### src/rtl/vram_pkg.sv
// Shared widths and read-return tag type for the VRAM arbiter slice.
package vram_pkg;

    localparam int unsigned VRAM_AW         = 15;
    localparam int unsigned VRAM_DW         = 8;
    localparam int unsigned VRAM_RD_LATENCY = 3;

    typedef enum logic [1:0] {
        TAG_NONE   = 2'd0,
        TAG_VID    = 2'd1,
        TAG_CPU_RD = 2'd2
    } vram_tag_t;

    // Tag describing what an access issued this cycle will return.
    function automatic vram_tag_t issue_tag(input logic grant_vid, input logic grant_cpu,
                                            input logic cpu_we);
        vram_tag_t tag;
        tag = TAG_NONE;
        if (grant_vid) begin
            tag = TAG_VID;
        end else if (grant_cpu && !cpu_we) begin
            tag = TAG_CPU_RD;
        end
        return tag;
    endfunction

endpackage

### src/rtl/vram_tag_pipe.sv
// Fixed-depth tag delay line; its last stage lines up with RAM read data.
module vram_tag_pipe
    import vram_pkg::*;
#(
    parameter int unsigned DEPTH = VRAM_RD_LATENCY
) (
    input  logic      clk,
    input  logic      reset,
    input  vram_tag_t tag_in,
    output vram_tag_t tag_out
);

    vram_tag_t stage [DEPTH];

    always_ff @(posedge clk or posedge reset) begin
        if (reset) begin
            for (int i = 0; i < int'(DEPTH); i++) begin
                stage[i] <= TAG_NONE;
            end
        end else begin
            stage[0] <= tag_in;
            for (int i = 1; i < int'(DEPTH); i++) begin
                stage[i] <= stage[i-1];
            end
        end
    end

    assign tag_out = stage[DEPTH-1];

endmodule

### src/rtl/vram_arbiter.sv
// Two-port VRAM arbiter: video fetch has priority over CPU, one access per cycle.
// Optional CPU anti-starvation: define VRAM_ARB_FAIR_EN.
module vram_arbiter
    import vram_pkg::*;
#(
    parameter int unsigned AW         = VRAM_AW,
    parameter int unsigned DW         = VRAM_DW,
`ifdef VRAM_ARB_FAIR_EN
    parameter int unsigned FAIR_LIMIT = 3,
`endif
    parameter int unsigned RD_LATENCY = VRAM_RD_LATENCY
) (
    input  logic          clk,
    input  logic          reset,

    input  logic          vid_req,
    input  logic [AW-1:0] vid_addr,
    output logic          vid_ack,
    output logic          vid_rvalid,
    output logic [DW-1:0] vid_rdata,

    input  logic          cpu_req,
    input  logic          cpu_we,
    input  logic [AW-1:0] cpu_addr,
    input  logic [DW-1:0] cpu_wdata,
    output logic          cpu_ack,
    output logic          cpu_rvalid,
    output logic [DW-1:0] cpu_rdata,

    output logic [AW-1:0] ram_addr,
    output logic          ram_we,
    output logic [DW-1:0] ram_wdata,
    input  logic [DW-1:0] ram_rdata
);

    logic      grant_vid;
    logic      grant_cpu;
    logic      fair_force;
    vram_tag_t tag_in;
    vram_tag_t tag_out;

`ifdef VRAM_ARB_FAIR_EN
    localparam int unsigned FCW = $clog2(FAIR_LIMIT + 1);

    logic [FCW-1:0] fair_cnt;

    // Counts video wins over a waiting CPU; never exceeds FAIR_LIMIT.
    always_ff @(posedge clk or posedge reset) begin
        if (reset) begin
            fair_cnt <= '0;
        end else if (!cpu_req || grant_cpu) begin
            fair_cnt <= '0;
        end else if (grant_vid) begin
            fair_cnt <= fair_cnt + FCW'(1);
        end
    end

    assign fair_force = cpu_req && (fair_cnt == FCW'(FAIR_LIMIT));
`else
    assign fair_force = 1'b0;
`endif

    // Grant decision; nothing is acked while reset is held.
    always_comb begin
        grant_vid = 1'b0;
        grant_cpu = 1'b0;
        if (!reset) begin
            if (fair_force) begin
                grant_cpu = 1'b1;
            end else if (vid_req) begin
                grant_vid = 1'b1;
            end else if (cpu_req) begin
                grant_cpu = 1'b1;
            end
        end
    end

    assign vid_ack = grant_vid;
    assign cpu_ack = grant_cpu;

    // RAM-side output register; idle cycles only drop the write enable.
    always_ff @(posedge clk or posedge reset) begin
        if (reset) begin
            ram_addr  <= '0;
            ram_we    <= 1'b0;
            ram_wdata <= '0;
        end else if (grant_vid) begin
            ram_addr  <= vid_addr;
            ram_we    <= 1'b0;
        end else if (grant_cpu) begin
            ram_addr  <= cpu_addr;
            ram_we    <= cpu_we;
            ram_wdata <= cpu_wdata;
        end else begin
            ram_we    <= 1'b0;
        end
    end

    assign tag_in = issue_tag(grant_vid, grant_cpu, cpu_we);

    // First stage is co-timed with the output register, the rest cover RAM latency.
    vram_tag_pipe #(
        .DEPTH (RD_LATENCY)
    ) u_tag_pipe (
        .clk     (clk),
        .reset   (reset),
        .tag_in  (tag_in),
        .tag_out (tag_out)
    );

    assign vid_rvalid = (tag_out == TAG_VID);
    assign cpu_rvalid = (tag_out == TAG_CPU_RD);
    assign vid_rdata  = ram_rdata;
    assign cpu_rdata  = ram_rdata;

endmodule

### config.mk
export PLATFORM = sky130hd
export DESIGN_NAME = vram_arbiter
export DESIGN_NICKNAME = d
export VERILOG_FILES = /design/src/rtl/vram_pkg.sv /design/src/rtl/vram_tag_pipe.sv /design/src/rtl/vram_arbiter.sv
export SDC_FILE = /design/constraint.sdc
export NUM_CORES = 1
export LEC_CHECK = 0
export ABC_CLOCK_PERIOD_IN_PS = 1400
export BUFFER_PORTS_ARGS = -buffer_cell sky130_fd_sc_hd__buf_4
export CORE_ASPECT_RATIO = 0.9
export CORE_MARGIN = 2
export CORE_UTILIZATION = 30
export CTS_BUF_LIST = sky130_fd_sc_hd__clkbuf_2
export CTS_CLUSTER_DIAMETER = 60
export DETAILED_ROUTE_END_ITERATION = 8
export GPL_TIMING_DRIVEN = 1
export PLACE_DENSITY = 0.61
export SKIP_CTS_REPAIR_TIMING = 1
export SYNTH_ARGS = -nofsm -noshare
export SYNTH_HDL_FRONTEND = slang
export SYNTH_SLANG_ARGS = --single-unit
export TNS_END_PERCENT = 30
### constraint.sdc
create_clock -name clk -period 1.4 [get_ports clk]
set_clock_uncertainty 0.2 [all_clocks]
set_input_delay 0.21 -clock clk [delete_from_list [all_inputs] [get_ports clk]]
set_output_delay 0.21 -clock clk [all_outputs]
set_load 0.01 [all_outputs]
==> flow_summary.toml, run 1 <==
[status]
status = "complete, but fails checks"
violations = "negative setup slack"

[power]
switching_share = 0.298
seqPwrFrac = 0.497
combPwrFrac = 0.318
p_per_area_nw_per_um2 = 895
p_switching_mw = 0.637
irDropWorstVdd_uv = 478
internal-power_mw = 1.50
clkPwrFrac = 0.185
power.leakage_nw = 1.11

[clock_tree]
path_clk_slew_ns = 0.16
h-tree-depth = 2
cts_root_buffer = "clkbuf_2"
clkLatencyLatePin_ns = 0.36
clock-sinks = 30
cts_tree = "done"
cts_buffers = 5
cts.path.max_buffers = 2

[floorplanning]
dieWidth_um = 75.5
die_h_um = 68.4
num_rows = 23
core_um2 = 4430
io_pins = 95
dieArea_um2 = 5160
start_util = 0.312

[synth]
synth_seq_area_share = 0.543
async_reset_ff_frac = 1.00
synth_flop_cell = "dfrtp_1"
yosysWarnings = 0
synth.top_cell.area_share = 0.543
synth_enable_flop_cells = 0
post_synth.cell_area_avg_um2 = 11.8
syn_inst = 117
synth_area_leaders = "dfrtp_1, buf_4, o22ai_1, mux2_1, a21oi_1"
synth.distinct_cells = 21
syn_area_um2 = 1380
ys_ff_latch = 30
synth_common_cells = "dfrtp_1, o22ai_1, buf_4, a21oi_1, mux2_1"
synth_fp_nets = 168
synth_largest_area_cell = "dfrtp_1"
synth_most_common_cell = "dfrtp_1"

[hold_path]
hold_path.class = "input port to register"

[worst_setup_path]
r2r_end = "ram_addr[5]$_DFFE_PP0P_"
setup.worst_path.start = "u_tag_pipe.tag_out[0]$_DFF_PP0_"
rrSetupSlack_ns = 0.33
crit_arrival_ns = 1.03
r2r.worst_path.cells = 3
worst_setup_path_end_kind = "output pin"
crit_path_start_kind = "register"
endpoint = "vid_rvalid"
crit_required_ns = 0.99
crit_fanout = 2
critical_path_class = "register to output pin"
regToRegStartpoint = "ram_addr[5]$_DFFE_PP0P_"

[timing]
relSlewSlack = 0.825
worst_pin_slew_ns = 0.263
timing.final.crit_share = 1.03
drv_slew = 0
hold_viol_final = 0
rsz0062_at_grt = "true"
fmax_ghz = 0.696
period_needed_ns = 1.44
setup_viol = 4
setup_ws_ns = -0.0375

[detailed_routing]
drtIter0Drc = 29
ant_nets = 0
drc = 0
routed_wl_um = 4210
viasPerCell = 4.71
vias = 1347
post_drt_wl_per_cell_um = 14.7
firstDrtPassIters = 4

[global_route]
antenna_found_initial = 0
grt_overflow = 0
grt_first_pass_wirelength_um = 5580
grt_pass1_vias = 1225
grt_use_total = 0.150
grt_max_degree = 25

[finish]
utilization = 0.539
diodes = 0
multi_input_area_um2 = 467
area_growth_pct = 72.9
nNetsFinal = 274
stdcell_area_um2 = 2390
fill_cells = 395
drive_above_1_share = 0.433
regArea_um2 = 751

[placed_design]
gp_congestion = 0.796
pre_cts_slack_ns = 0.0307
place_area_um2 = 1900
io_buffers = 70
hpwl_um = 2890

[job]
max_cap_violations = 0
==> cell families after synthesis <==
kind of cell | Yosys count | synth area share
AO/OA/AOI/OAI | 40 | 0.197
flip-flops | 30 | 0.543
buffers and inverters | 24 | 0.119
AND/OR/NAND/NOR | 15 | 0.0752
multiplexers | 8 | 0.0652
==> stage by stage <==
stage | power, mW | hold slack (ns) | instances | TNS (ns)
finish | 2.14 | 0.0322 | 286 | -0.0796
global placement | 1.61 | 0.120 | 236 | 0
floorplan | 1.34 | 0.0808 | 117 | 0
global route | 2.26 | 0.00887 | 286 | -0.444
detailed placement | 1.63 | 0.107 | 236 | 0
CTS | 2.03 | -0.307 | 244 | -0.145
==> area by class of cell <==
class                   count  share of cell area
repair buffers            120               0.438
flip-flops and latches     30               0.314
multi-input cells          63               0.195
inverters                   3             0.00471
clock inverters             3             0.00471
well taps                  62              0.0325
clock buffers               5              0.0105
==> placed cells by master, fill, tap and decap left out, types with 2 or more instances in the layout <==
master / n
buf_4: 70
a21oi_1: 14
o22ai_2: 5
inv_2: 2
clkinv_1: 3
nor2_1: 6
mux2_1: 8
nand2b_2: 2
o32ai_1: 2
o22ai_1: 18
clkbuf_2: 5
nor2b_1: 2
dfrtp_1: 30
buf_6: 8
dlygate4sd3_1: 41
==> power groups by stage <==
stage	Clock (mW)	Sequential, mW	Combinational, mW
finish	0.396	1.06	0.679
global route	0.455	1.08	0.730
CTS	0.412	1.05	0.566
detailed placement	0	1.07	0.566
global placement	0	1.06	0.551
floorplan	0	1.11	0.231
==> layer usage <==
layer | vias up | track usage | share of wire
li1 | 621 | - | -
met1 | 649 | 0.170 | 0.39
met2 | 57 | 0.257 | 0.51
met3 | 20 | 0.0353 | 0.067
met4 | 0 | 0.0855 | 0.032
met5 | - | 0 | 0
==> how the worst min path moves through the flow <==
stage	startpoint	endpoint	slack, ns	cells after the start
after floorplan	cpu_we	u_tag_pipe.stage[5]$_DFF_PP0_	0.08	1
after global placement	reset	ram_addr[14]$_DFFE_PP0P_	0.12	3
after detailed placement	reset	ram_addr[14]$_DFFE_PP0P_	0.11	3
after CTS	reset	ram_addr[14]$_DFFE_PP0P_	-0.31	3
after global routing	cpu_req	u_tag_pipe.stage[5]$_DFF_PP0_	0.009	3
final	reset	u_tag_pipe.stage[4]$_DFF_PP0_	0.03	3
==> state kept, by name (all words and copies together), names as in the netlist <==
register	count
u_tag_pipe.stage	4
u_tag_pipe.tag_out	2
ram_wdata	8
ram_we	1
ram_addr	15
==> critical path, cell delays in order (launching register included) <==
cell and delay (ns):
dfrtp_1 0.41, nor2b_1 0.13, buf_4 0.13
Power figures use the tool's default switching activity.
==> inputs of run 2 (changes only) <==
--- a/config.mk
+++ b/config.mk
@@ -5,6 +5,7 @@
 export SDC_FILE = /design/constraint.sdc
 export NUM_CORES = 1
 export LEC_CHECK = 0
+export ABC_AREA = 1
 export ABC_CLOCK_PERIOD_IN_PS = 1400
 export BUFFER_PORTS_ARGS = -buffer_cell sky130_fd_sc_hd__buf_4
 export CORE_ASPECT_RATIO = 0.9
@@ -14,7 +15,7 @@
 export CTS_CLUSTER_DIAMETER = 60
 export DETAILED_ROUTE_END_ITERATION = 8
 export GPL_TIMING_DRIVEN = 1
-export PLACE_DENSITY = 0.61
+export PLACE_DENSITY = 0.59
 export SKIP_CTS_REPAIR_TIMING = 1
 export SYNTH_ARGS = -nofsm -noshare
 export SYNTH_HDL_FRONTEND = slang
==> run 2 against run 1 <==
Net effect: the run still ends with negative setup slack left; clock-buffer cell count unchanged; setup slack better by 0.034 ns; first-iteration DRC count up 72%; area after synthesis up 15%; sequential cell count unchanged; non-clock buffer count unchanged; wire length down 1.9%; critical path type unchanged; critical endpoint unchanged.
==> flow_summary.toml, run 2 <==
[status]
status = "complete, but fails checks"
violations = "negative setup slack"

[power]
power.leakage_nw = 1.43
p_per_area_nw_per_um2 = 828
irDropWorstVdd_uv = 459

[synth]
synthAdderAreaFrac = 0
ys_ff_latch = 30
synth.distinct_cells = 15
synth_most_common_cell = "nand2_1"
yosys.area_share.simple = 0.304
synth_compound_area_frac = 0
synth-xor-area-share = 0
synth_enable_flop_cells = 0
synth_top_family_by_area = "simple AND/OR/NAND/NOR gates"
synth.top_cell.area_share = 0.471
synth_seq_area_share = 0.471
post_synth.cell_area_avg_um2 = 8.13
yosysWarnings = 0
synth_flop_cell = "dfrtp_1"
synth_common_cells = "nand2_1, nand3_1, inv_1, dfrtp_1, buf_4"
syn_area_um2 = 1590
synth_area_leaders = "dfrtp_1, nand3_1, nand2_1, buf_4, inv_1"
synth_fp_nets = 247
syn_inst = 196
synthMuxAreaShare = 0
async_reset_ff_frac = 1.00
synth_largest_area_cell = "dfrtp_1"

[floorplanning]
start_util = 0.307
num_rows = 25
die_h_um = 73.1
core_um2 = 5190
io_pins = 95
dieArea_um2 = 5910
dieWidth_um = 80.8

[timing]
hold_viol_final = 0
rsz0062_at_grt = "true"
setup_ws_ns = -0.00335
timing.final.crit_share = 1.00
worst_pin_slew_ns = 0.554
period_needed_ns = 1.40
fmax_ghz = 0.713
drv_slew = 0
relSlewSlack = 0.629
setup_viol = 1

[finish]
fill_cells = 534
nNetsFinal = 349
area_growth_pct = 57.5
diodes = 0
final_cell_mix = "buf_4, nand2_1, nand3_1"
top_register = "ram_addr"
stdcell_area_um2 = 2510
largest_reg_flops = 15
layout_commonest_cell = "buf_4"
top_regs = "ram_addr: 15 flops, ram_wdata: 8 flops, u_tag_pipe.stage: 4 flops"
utilization = 0.483
drive_above_1_share = 0.309

[global_route]
grt_first_pass_wirelength_um = 6090
grt_pass1_vias = 1424
grt_use_total = 0.135
antenna_found_initial = 0
grt_overflow = 0
grt_max_degree = 23

[detailed_routing]
viasPerCell = 4.25
firstDrtPassIters = 4
ant_nets = 0
routed_wl_um = 4130
post_drt_wl_per_cell_um = 11.3
vias = 1553
drtIter0Drc = 50
drc = 0

[clock_tree]
path_clk_slew_ns = 0.15
h-tree-depth = 2
cts_root_buffer = "clkbuf_2"
cts_buffers = 5
clkLatencyLatePin_ns = 0.34
cts.path.max_buffers = 2
cts_tree = "done"
clock-sinks = 30

[job]
max_cap_violations = 0

[worst_setup_path]
r2r.worst_path.cells = 2
crit_required_ns = 0.99
rrSetupSlack_ns = 0.53
worst_setup_path_end_kind = "output pin"
regToRegStartpoint = "ram_addr[11]$_DFFE_PP0P_"
crit_fanout = 2
crit_path_cell_trace = "nor2_1 > buf_4"
crit_path_start_kind = "register"
r2r_end = "ram_addr[11]$_DFFE_PP0P_"
critical_path_class = "register to output pin"
slowest_stage = "dfrtp_1"
critical-path-max-stage-delay_ns = 0.41
crit_arrival_ns = 0.99

[placed_design]
pre_cts_slack_ns = 0.120
gp_congestion = 0.692
place_area_um2 = 2040
hpwl_um = 2710
io_buffers = 70

[hold_path]
hold_depth = 4
min-delay-start = "cpu_req"
hold_end = "ram_addr[3]$_DFFE_PP0P_"
hold_path.class = "input port to register"
-- run 2: changes by cell type in the layout (fill, tap and decap cells not counted), sizes merged, moves of 3 or more --
cell | previous run | this run
nand2 | 0 | 56
nand3 | 0 | 45
inv | 3 | 35
o22ai | 23 | 0
a21oi | 14 | 0
mux2 | 8 | 0
nand2b | 3 | 0
nor2 | 7 | 4
-- run 2: cell families after synthesis --
group / after synthesis
buffers and inverters: 60
and+or+nand+nor: 106
DFF: 30
-- run 2: power breakdown --
part           switching [mW]  leakage (nW)  internal (mW)  total [mW]
combinational           0.282          1.03          0.367       0.649
clock                   0.287        0.0286          0.108       0.396
sequential             0.0606         0.375          0.971        1.03
-- run 2: metal layers --
metal,routed length (µm),global-route usage,vias up,share of wire
met5,0,0,-,0
met2,1940,0.201,68,0.47
met1,1800,0.178,692,0.44
met4,39,0.0603,0,0.0094
li1,-,-,786,-
met3,353,0.0458,7,0.085
-- run 2: area by class of cell --
| cell class | instances | area [µm²] | area share |
|---|---|---|---|
| Multi-Input combinational cell | 106 | 484 | 0.193 |
| Clock inverter | 2 | 10.0 | 0.00399 |
| Sequential cell | 30 | 751 | 0.299 |
| Tap cell | 67 | 83.8 | 0.0334 |
| Clock buffer | 5 | 25.0 | 0.00998 |
| Inverter | 35 | 134 | 0.0534 |
| Timing Repair Buffer | 120 | 1020 | 0.407 |
-- run 2: how the worst max path moves through the flow --
| stage | start | endpoint | slack (ns) | depth (start not counted) |
|---|---|---|---|---|
| 2_1_floorplan | reset | ram_addr[0]$_DFFE_PP0P_ | 0.25 | 5 |
| 3_3_place_gp | reset | ram_addr[12]$_DFFE_PP0P_ | 0.12 | 6 |
| 3_5_place_dp | reset | ram_addr[2]$_DFFE_PP0P_ | 0.12 | 6 |
| 4_1_cts | u_tag_pipe.tag_out[1]$_DFF_PP0_ | vid_rvalid | -0.03 | 2 |
| 5_1_grt | u_tag_pipe.tag_out[0]$_DFF_PP0_ | vid_rvalid | -0.10 | 3 |
| 6_report | u_tag_pipe.tag_out[1]$_DFF_PP0_ | vid_rvalid | -0.003 | 2 |
-- run 2: metrics by stage --
stage / setup TNS (ns) / total power, mW / hold WS [ns] / cells
6_report: -0.00335 / 2.08 / 0.0784 / 365
4_1_cts: -0.0590 / 2.02 / -0.338 / 322
5_1_grt: -0.187 / 2.22 / 0.0742 / 365
2_1_floorplan: 0 / 1.36 / 0.0289 / 196
3_3_place_gp: 0 / 1.60 / 0.0839 / 315
3_5_place_dp: 0 / 1.61 / 0.0887 / 315
-- run 2: worst max-delay path: cells and delay by family (launching register included) --
family,cells,cell delay (ns)
buffers and inverters,1,0.13
and+or+nand+nor,1,0.12
DFF,1,0.41
